File: config.mk
export PLATFORM = sky130hd
export DESIGN_NAME = sme_host
export DESIGN_NICKNAME = d
export VERILOG_FILES = /design/src/rtl/sme_pkg.sv /design/src/rtl/sme_byte_buf.sv /design/src/rtl/sme_host.sv
export SDC_FILE = /design/constraint.sdc
export NUM_CORES = 1
export LEC_CHECK = 0
export BUFFER_PORTS_ARGS = -buffer_cell sky130_fd_sc_hd__buf_2
export CORE_MARGIN = 2
export CORE_UTILIZATION = 55
export DETAILED_ROUTE_END_ITERATION = 6
export PLACE_DENSITY = 0.72
export SLEW_MARGIN = 20
export SYNTH_ARGS = -nofsm -noshare
export SYNTH_HDL_FRONTEND = slang
export SYNTH_SLANG_ARGS = --single-unit
File: constraint.sdc
create_clock -name clk -period 5.95 [get_ports clk]
set_input_delay 0.595 -clock clk [delete_from_list [all_inputs] [get_ports clk]]
set_output_delay 0.595 -clock clk [all_outputs]
set_load 0.01 [all_outputs]
File: src/rtl/sme_pkg.sv
// Shared constants, state encoding and job-legality helper for the SME host.
package sme_pkg;

    localparam int STR_MAX = 32;
    localparam int PAT_MAX = 8;

    // WAIT gives up after this many cycles without a result from the SME.
    localparam logic [7:0] TIMEOUT = 8'd255;

    // Special characters understood by the SME pattern language.
    localparam logic [7:0] CH_CARET  = 8'h5E;
    localparam logic [7:0] CH_DOLLAR = 8'h24;
    localparam logic [7:0] CH_DOT    = 8'h2E;
    localparam logic [7:0] CH_STAR   = 8'h2A;

    typedef enum logic [2:0] {
        ST_IDLE     = 3'd0,
        ST_SEND_STR = 3'd1,
        ST_SEND_PAT = 3'd2,
        ST_WAIT     = 3'd3,
        ST_DONE     = 3'd4
    } state_t;

    // A job needs a pattern, plus either a string to send now or one the
    // SME already holds from an earlier job.
    function automatic logic job_legal(input logic [3:0] pat_len,
                                       input logic [5:0] str_len,
                                       input logic       keep_str,
                                       input logic       str_sent);
        logic ok;
        if (pat_len == 4'd0) begin
            ok = 1'b0;
        end else if (keep_str) begin
            ok = str_sent;
        end else begin
            ok = (str_len != 6'd0);
        end
        return ok;
    endfunction

endpackage

File: src/rtl/sme_byte_buf.sv
// Append-only byte buffer with indexed read, used for both string and pattern.
module sme_byte_buf #(
    parameter  int DEPTH = 8,
    localparam int AW    = $clog2(DEPTH),
    localparam int LW    = $clog2(DEPTH + 1)
) (
    input  logic          clk,
    input  logic          rst,
    input  logic          i_clear,
    input  logic          i_we,
    input  logic [7:0]    i_data,
    input  logic [AW-1:0] i_rd_idx,
    output logic [7:0]    o_rd_data,
    output logic [LW-1:0] o_len,
    output logic          o_full
);

    logic [7:0]    r_mem [DEPTH];
    logic [LW-1:0] r_len;
    logic          w_push;

    assign o_full    = (r_len == LW'(DEPTH));
    assign w_push    = i_we & ~o_full & ~i_clear;
    assign o_len     = r_len;
    assign o_rd_data = r_mem[i_rd_idx];

    // Fill level: clear empties, an accepted write grows by one.
    always_ff @(posedge clk or posedge rst) begin
        if (rst) begin
            r_len <= '0;
        end else if (i_clear) begin
            r_len <= '0;
        end else if (w_push) begin
            r_len <= r_len + LW'(1);
        end
    end

    // Storage: bytes land at the current fill level; contents need no reset.
    always_ff @(posedge clk) begin
        if (w_push) begin
            r_mem[r_len[AW-1:0]] <= i_data;
        end
    end

endmodule

File: src/rtl/sme_host.sv
// Host sequencer that streams a string and a pattern into an SME and
// collects its match result, with error and timeout reporting.
module sme_host
    import sme_pkg::*;
(
    input  logic       clk,
    input  logic       reset,
    input  logic [7:0] load_data,
    input  logic       load_str_we,
    input  logic       load_pat_we,
    input  logic       clear,
    input  logic       start,
    input  logic       keep_str,
    output logic [7:0] chardata,
    output logic       isstring,
    output logic       ispattern,
    input  logic       valid,
    input  logic       match,
    input  logic [4:0] match_index,
    output logic       busy,
    output logic       res_valid,
    output logic       res_match,
    output logic       res_err,
    output logic       res_timeout,
    output logic [4:0] res_index
);

    state_t     r_state;
    state_t     w_next_state;
    logic [4:0] r_idx;
    logic [4:0] w_next_idx;
    logic [7:0] r_cnt;
    logic [7:0] w_next_cnt;
    logic       r_str_sent;

    logic       w_idle;
    logic       w_str_we;
    logic       w_pat_we;
    logic       w_clear;
    logic [5:0] w_str_len;
    logic [3:0] w_pat_len;
    logic [7:0] w_str_rd;
    logic [7:0] w_pat_rd;
    logic       w_str_full;
    logic       w_pat_full;

    // Loading is only possible between jobs; clear beats writes, string beats pattern.
    assign w_idle   = (r_state == ST_IDLE);
    assign w_clear  = w_idle & clear;
    assign w_str_we = w_idle & ~clear & load_str_we & ~w_str_full;
    assign w_pat_we = w_idle & ~clear & ~load_str_we & load_pat_we & ~w_pat_full;

    sme_byte_buf #(.DEPTH(STR_MAX)) u_str_buf (
        .clk       (clk),
        .rst       (reset),
        .i_clear   (w_clear),
        .i_we      (w_str_we),
        .i_data    (load_data),
        .i_rd_idx  (w_next_idx),
        .o_rd_data (w_str_rd),
        .o_len     (w_str_len),
        .o_full    (w_str_full)
    );

    sme_byte_buf #(.DEPTH(PAT_MAX)) u_pat_buf (
        .clk       (clk),
        .rst       (reset),
        .i_clear   (w_clear),
        .i_we      (w_pat_we),
        .i_data    (load_data),
        .i_rd_idx  (w_next_idx[2:0]),
        .o_rd_data (w_pat_rd),
        .o_len     (w_pat_len),
        .o_full    (w_pat_full)
    );

    // State, send index and wait counter registers.
    always_ff @(posedge clk or posedge reset) begin
        if (reset) begin
            r_state <= ST_IDLE;
            r_idx   <= 5'd0;
            r_cnt   <= 8'd0;
        end else begin
            r_state <= w_next_state;
            r_idx   <= w_next_idx;
            r_cnt   <= w_next_cnt;
        end
    end

    // Next state plus the index of the byte to present in the next cycle.
    always_comb begin
        w_next_state = r_state;
        w_next_idx   = 5'd0;
        w_next_cnt   = 8'd0;
        case (r_state)
            ST_IDLE: begin
                if (!start) begin
                    w_next_state = ST_IDLE;
                end else if (!job_legal(w_pat_len, w_str_len, keep_str, r_str_sent)) begin
                    w_next_state = ST_DONE;
                end else if (keep_str) begin
                    w_next_state = ST_SEND_PAT;
                end else begin
                    w_next_state = ST_SEND_STR;
                end
            end
            ST_SEND_STR: begin
                if (({1'b0, r_idx} + 6'd1) < w_str_len) begin
                    w_next_idx = r_idx + 5'd1;
                end else begin
                    w_next_state = ST_SEND_PAT;
                end
            end
            ST_SEND_PAT: begin
                if (({1'b0, r_idx} + 6'd1) < {2'b00, w_pat_len}) begin
                    w_next_idx = r_idx + 5'd1;
                end else begin
                    w_next_state = ST_WAIT;
                end
            end
            ST_WAIT: begin
                if (valid) begin
                    w_next_state = ST_DONE;
                end else if (r_cnt == (TIMEOUT - 8'd1)) begin
                    w_next_state = ST_DONE;
                end else begin
                    w_next_cnt = r_cnt + 8'd1;
                end
            end
            ST_DONE: begin
                w_next_state = ST_IDLE;
            end
            default: begin
                w_next_state = ST_IDLE;
            end
        endcase
    end

    // SME-facing outputs are registered from the next state so they line up with it.
    always_ff @(posedge clk or posedge reset) begin
        if (reset) begin
            chardata  <= 8'd0;
            isstring  <= 1'b0;
            ispattern <= 1'b0;
            busy      <= 1'b0;
            res_valid <= 1'b0;
        end else begin
            isstring  <= (w_next_state == ST_SEND_STR);
            ispattern <= (w_next_state == ST_SEND_PAT);
            busy      <= (w_next_state != ST_IDLE);
            res_valid <= (w_next_state == ST_DONE);
            if (w_next_state == ST_SEND_STR) begin
                chardata <= w_str_rd;
            end else if (w_next_state == ST_SEND_PAT) begin
                chardata <= w_pat_rd;
            end else begin
                chardata <= 8'd0;
            end
        end
    end

    // Result fields change only on entry to DONE and hold until the next job ends.
    always_ff @(posedge clk or posedge reset) begin
        if (reset) begin
            res_match   <= 1'b0;
            res_err     <= 1'b0;
            res_timeout <= 1'b0;
            res_index   <= 5'd0;
        end else if (w_next_state == ST_DONE) begin
            case (r_state)
                ST_IDLE: begin
                    res_match   <= 1'b0;
                    res_err     <= 1'b1;
                    res_timeout <= 1'b0;
                    res_index   <= 5'd0;
                end
                ST_WAIT: begin
                    res_err     <= 1'b0;
                    res_match   <= valid & match;
                    res_timeout <= ~valid;
                    res_index   <= valid ? match_index : 5'd0;
                end
                default: begin
                    res_match   <= 1'b0;
                    res_err     <= 1'b1;
                    res_timeout <= 1'b0;
                    res_index   <= 5'd0;
                end
            endcase
        end
    end

    // Remembers that the SME holds a string, enabling keep_str jobs.
    always_ff @(posedge clk or posedge reset) begin
        if (reset) begin
            r_str_sent <= 1'b0;
        end else if (w_idle && (w_next_state == ST_SEND_STR)) begin
            r_str_sent <= 1'b1;
        end
    end

endmodule
# Word-level counts from Yosys, hierarchy flattened
# Memories as Yosys holds them, arrays and structs flattened.
# Index checks and enable logic that the tools add are counted.
[op_classes]
add_sub_neg = 5
order_cmp = 2
eq_ne = 9
muxes = 33
bitwise = 18
reduce_logical = 7
[op_table]
columns = ["operator", "n"]
rows = [
  ["8-bit two-way mux", 5],
  ["5-bit two-way mux", 4],
  ["3-bit two-way mux", 6],
  ["1-bit AND", 12],
  ["6-bit two-way mux", 2],
  ["3-bit case mux with 4 select lines", 1],
  ["1-bit two-way mux", 11],
  ["5-bit case mux with 2 select lines", 1],
  ["3-bit by 2-bit == test with 1-bit output (second input constant)", 3],
  ["8-bit by 1-bit adder with 8-bit output (second input constant)", 1],
  ["8-bit == test (second input constant)", 1],
  ["4-bit two-way mux", 2],
  ["5-bit by 1-bit adder with 6-bit output (second input constant)", 1],
  ["6-bit by 1-bit adder with 6-bit output (second input constant)", 1],
  ["3-bit by 1-bit == test with 1-bit output (second input constant)", 2],
  ["6-bit == test (second input constant)", 1],
  ["6-bit by 4-bit less-than comparator with 1-bit output", 1],
  ["6-bit less-than comparator", 1],
  ["1-bit NOT", 6],
  ["6-bit nonzero test", 1],
  ["5-bit by 1-bit adder with 5-bit output (second input constant)", 1],
  ["4-bit by 1-bit adder with 4-bit output (second input constant)", 1],
  ["4-bit == test (second input constant)", 1],
  ["4-bit logical NOT", 1],
  ["6 further kinds", 7],
]
[word_totals]
register_bits = 47
mem_bits_rw = 320
inputBits = 22
output_inout_bits = 20
wordCells = 91
memories = 2
[memory_table]
columns = ["name", "words", "word_bits", "rd", "rd_ports_with_merged_regs", "write_ports", "line_no", "source"]
rows = [
  ["u_str_buf.r_mem", 32, 8, 1, 0, 1, "sme_byte_buf.sv:18", "logic [7:0] r_mem [DEPTH];"],
  ["u_pat_buf.r_mem", 8, 8, 1, 0, 1, "sme_byte_buf.sv:18", ""],
]

# Logic depth before layout (Yosys ltp)
[logic_depth]
word_depth = 11
ltp_mapped = 15
mapped_depth_nobuf = 13

# By module
# Synthesis repeated with hierarchy kept, for this count alone.
[hier_totals]
hier_cells = 764
area_unflattened_um2 = 14979.4
[by_module_without_submodules]
columns = ["mod", "instances", "cells_per_inst", "area_each_um2", "seq_area_each_um2"]
rows = [
  ["sme_byte_buf (u_str_buf)", 1, 447, 10238.6, 7837.5],
  ["sme_byte_buf (u_pat_buf)", 1, 132, 2771.4, 2021.9],
  ["sme_host", 1, 185, 1969.4, 925.9],
]

# Least setup slack after synthesis
# No wires, ideal clock.
[synth_timing]
kind = "flip-flop to flip-flop"
start = "reg r_idx[0]"
end = "reg chardata[6]"
setup_ns = 0.145
arrival_ns = 3.307
t_required_ns = 5.805
slack_ns = 2.498
stages_incl_launch_ff = 14
path_buffers = 2
synth_period_minus_slack_ns = 3.452
path_cell_list = "dfrtp_1 -> buf_2 -> nand3_2 -> xor2_1 -> inv_1 -> ha_1 -> and4_1 -> o21a_1 -> or2_1 -> buf_2 -> a21oi_1 -> mux2_2 -> o311ai_0 -> o211ai_1"
[synth_via]
elab_chain_cells = 7
word_cells_on_any_way = 16
classes_between = "2 x add/sub; 2 x order compare; 2 x eq/ne; 8 x mux; 2 x memory"
[synth_rtl]
columns = ["element", "line_no", "source"]
rows = [
  ["start, declared", "sme_host.sv:30", "logic [4:0] r_idx;"],
  ["start signal, assigned", "sme_host.sv:85", "r_idx <= w_next_idx;"],
  ["5-bit by 1-bit adder with 6-bit output", "sme_host.sv:108, sme_host.sv:115", ""],
  ["6-bit by 4-bit less-than comparator with 1-bit output / 6-bit less-than comparator (equally long branches)", "sme_host.sv:115, sme_host.sv:108", ""],
  ["5-bit two-way mux, on equally long branches", "sme_host.sv:115, sme_host.sv:108", ""],
  ["5-bit case mux with 2 select lines *", "sme_host.sv:95", "case (r_state)"],
  ["via u_pat_buf.i_rd_idx[0]", "sme_byte_buf.sv:12", "input logic [AW-1:0] i_rd_idx,"],
  ["branches (longest 2 deep; another with memory 32 x 8 bit)", "n/a", ""],
  ["8-bit two-way mux *", "sme_host.sv:152", "if (w_next_state == ST_SEND_STR) begin"],
  ["end signal, assigned", "sme_host.sv:153", "chardata <= w_str_rd;"],
  ["end signal, assigned", "sme_host.sv:155", "chardata <= w_pat_rd;"],
  ["end, declared", "sme_host.sv:14", "output logic [7:0] chardata,"],
]
# Mark *: on every way through the listed nets, which the timed path passes.
# A chain may end at the register's enable or synchronous reset.

# Worst setup path after layout
[layout_timing]
start = "reg r_idx[0]"
end = "reg chardata[4]"
[layout_via]
elab_chain_cells = 7
word_cells_on_any_way = 16
classes_between = "2 x add/sub; 2 x order compare; 2 x eq/ne; 8 x mux; 2 x memory"
[layout_rtl]
columns = ["element", "line_no"]
rows = [
  ["branches (longest 6 deep; another with memory 32 x 8 bit)", "n/a"],
  ["8-bit two-way mux *", "sme_host.sv:152"],
]
# Mark *: on every way between the ends.

==> out/qor.txt <==
critical path endpoint category: flip-flop
final WL: 39360 um
RSZ-0062 raised after global routing: no
pin count of the biggest net entering global routing: 64
post-synthesis sequential area ratio: 69.68%
maximum clock frequency: 0.2158 GHz
Iteration-0 DRC Markers: 1464
Yosys warning total: 0
register area: 0.01079 sq mm
setup TNS: 0 ns
Critical Path Fanout Max: 22
violated checks: design-rule violations
Starting Density: 55.71%
Mapped Area: 0.01548 sq mm
number of I/O port buffers: 41
type of origin of the critical path: flip-flop
Peak VDD IR: 0.2659 mV
total CTS buffers: 37
IO Pins: 42
share of layout cells above drive strength 1: 13.67%
top sig layer: met4
syn avg cell area: 14.41 sq um
Max Cap Violations: 0
Sw Ratio: 27.65%
synthesized instance count: 1074
Synth Net Count: 1113
PwrDens: 373.7 mW/mm^2
routability cong.: 0.9757
vias in the first global route: 9438
multi-input combinational cell area: 0.004350 sq mm
final core occ: 62.08%
All-Layer GR Usage: 27.20%
critical path required time: 6.33 ns
skew final: 0.02104 ns
Slew @ Worst Pin: 1.138 ns
WP data arrival: 5.01 ns
htree depth: 2
First-pass DRT Iterations: 7
diode count: 0
Final setup viols: 0
max-slew violations: 0
P_int: 0.004664 W
mux share of post-synthesis cell area: 5.651%
post-synthesis simple-gate area fraction: 8.133%
Post-synth ARST share: 12.81%
status: finished, violations left
minimum clock period after layout: 4.633 ns
Worst-path clk slew: 0.07 ns
Synth Area in Compound Gates: 11.87%
Logic pwr share: 17.5%
wl on met1: 16030 um
Worst-Skew Late Latency: 0.52 ns
detailed placement HPWL: 24370 um
number of synthesized flops with an enable pin: 320
Site Rows: 61
sw power: 0.001783 W
Top FF cell, synth: edfxtp_1
Post-Synth Adder-Cell Area: 1.374%
Leak: 5.639 nW
Crit Path Category: reg2reg
main combinational cell family by area after synthesis: compound AO/OA/AOI/OAI gates
post-route ant nets: 0
sequential share of power: 46.2%
initial antenna violation count: 0
nets@finish: 1144
Fill cells: 2070
synth unique cells: 77
via count: 9992
via-per-instance ratio: 6.608
die area: 0.02950 sq mm
post-synthesis xor/xnor area fraction: 0.8327%
post-CTS sizing: 0
P&R area growth vs syn: 11.44%
Clk pwr share: 36.4%
metal3 WL: 3916 um
core area: 0.02778 sq mm
Hold WS: 0.2414 ns
Fin. Hold Viols: 0
period utilization: 77.87%
Die H: 171.8 um
met2 WL: 17970 um
die width: 171.8 um
Hold Buf Count CTS: 0
Tightest Hold Check Type: in2async
Max-Slew Margin vs Limit: 23.95%
Avg WL per Cell: 26.03 um
synthesis-stage register bit count: 367
CTS Sinks: 367
total gr overflow: 0
CTS tree: done
first-pass GRT wire length: 59130 um
Post CTS Setup Buffer Count: 0
Clk Tree Root Cell: clkbuf_16
drc violations: 7
Clock Path Buffers: 3
power by group through the flow:
| stage | combinational, W | clock (W) | sequential, W |
|---|---|---|---|
| finish | 0.00113 | 0.00234 | 0.00298 |
| detailed placement | 0.00110 | 0 | 0.00303 |
| floorplan | 0.000730 | 0 | 0.00301 |
| global placement | 0.00109 | 0 | 0.00303 |
| global route | 0.00121 | 0.00245 | 0.00299 |
| CTS | 0.00111 | 0.00236 | 0.00297 |
final cells by class:
cell class,instances,area share [%]
Multi-Input combinational cell,619,25.22
Inverter,24,0.5223
Tap cell,378,2.742
Clock inverter,20,1.182
Sequential cell,367,62.55
Clock buffer,48,5.912
Timing Repair Buffer,56,1.864
layer usage:
metal,vias up,GRT usage [%]
li1,4289,-
met1,4955,39.07
met2,630,42.33
met3,118,4.970
met4,0,9.171
met5,-,0
synth_stat cells (all sizes together), types with 12 or more instances:
master  number  area (sq um)
nand2      100         375.4
buf         37         188.9
a21oi       23         118.9
nor2        67         251.5
clkbuf      27         101.4
nand3       40         205.2
nor3        21         105.1
o221ai      23         201.4
edfxtp     320          9609
inv         22         82.58
o311a       15         150.1
o211ai      40         300.3
o22a        12         105.1
o21ai       49         252.7
mux2i       57         570.6
dfrtp       47          1176
ha          17         212.7
sequential cells by signal (all words and copies together), names as in the netlist:
name / cells
res_valid: 1
res_match: 1
u_pat_buf.o_len: 4
busy: 1
res_err: 1
u_str_buf.r_mem: 256
ispattern: 1
r_state: 3
chardata: 8
r_cnt: 8
res_index: 5
u_str_buf.o_len: 6
r_str_sent: 1
u_pat_buf.r_mem: 64
res_timeout: 1
isstring: 1
r_idx: 5
layout by cell type (no fill, tap or decap), types with 15 or more instances in the layout:
cell and n:
nand3_1 39, edfxtp_1 320, clkbuf_16 39, nor2_1 66, o21ai_0 42, mux2i_1 57
o221ai_1 23, nor3_1 20, a21oi_1 22, o311a_1 15, dfrtp_1 46, o211ai_1 40
inv_1 17, nand2_1 100, buf_2 41, ha_1 17
path summary, 6_finish.rpt:
kind                                  from          end  slack [ns]  depth (start not counted)
worst min register to register  r_str_sent   r_str_sent        0.47                          1
min in group clk                     valid  res_timeout        0.29                          2
worst min-delay path                 reset     isstring        0.24                          3
max in group asynchronous            reset     r_idx[0]        5.21                          3
worst max register to register    r_idx[0]  chardata[4]        1.32                         13
worst max-delay path              r_idx[0]  chardata[4]        1.32                         13
cells by family (layout without fill, tap and decap cells):
logic type,Yosys count,count (layout)
simple gates,270,270
buf+inv,88,148
mux,75,75
fa+ha+maj,17,17
compound gates,244,244
flops,367,367
xor+xnor,13,13
metrics by stage:
step | setup WS, ns | total power, W | cell area (sq um) | cells
finish | 1.317 | 0.006446 | 17250 | 1512
global route | 1.030 | 0.006644 | 17250 | 1512
CTS | 1.105 | 0.006447 | 17240 | 1511
detailed placement | 1.162 | 0.004130 | 16010 | 1443
global placement | 1.339 | 0.004114 | 16000 | 1443
floorplan | 2.498 | 0.003742 | 15480 | 1074
critical path, stage by stage, from the launching register on:
cell and delay [ns]:
dfrtp_4 0.66, nand3_2 0.18, xor2_1 0.18, buf_4 0.28, inv_1 0.19, ha_1 0.34
a21oi_1 0.19, o21a_1 0.20, nand4_1 0.56, buf_6 0.38, a2111oi_2 0.82, o211ai_1 0.20
nand4_1 0.17, o211ai_1 0.10
(Power assumes the default switching activity.)
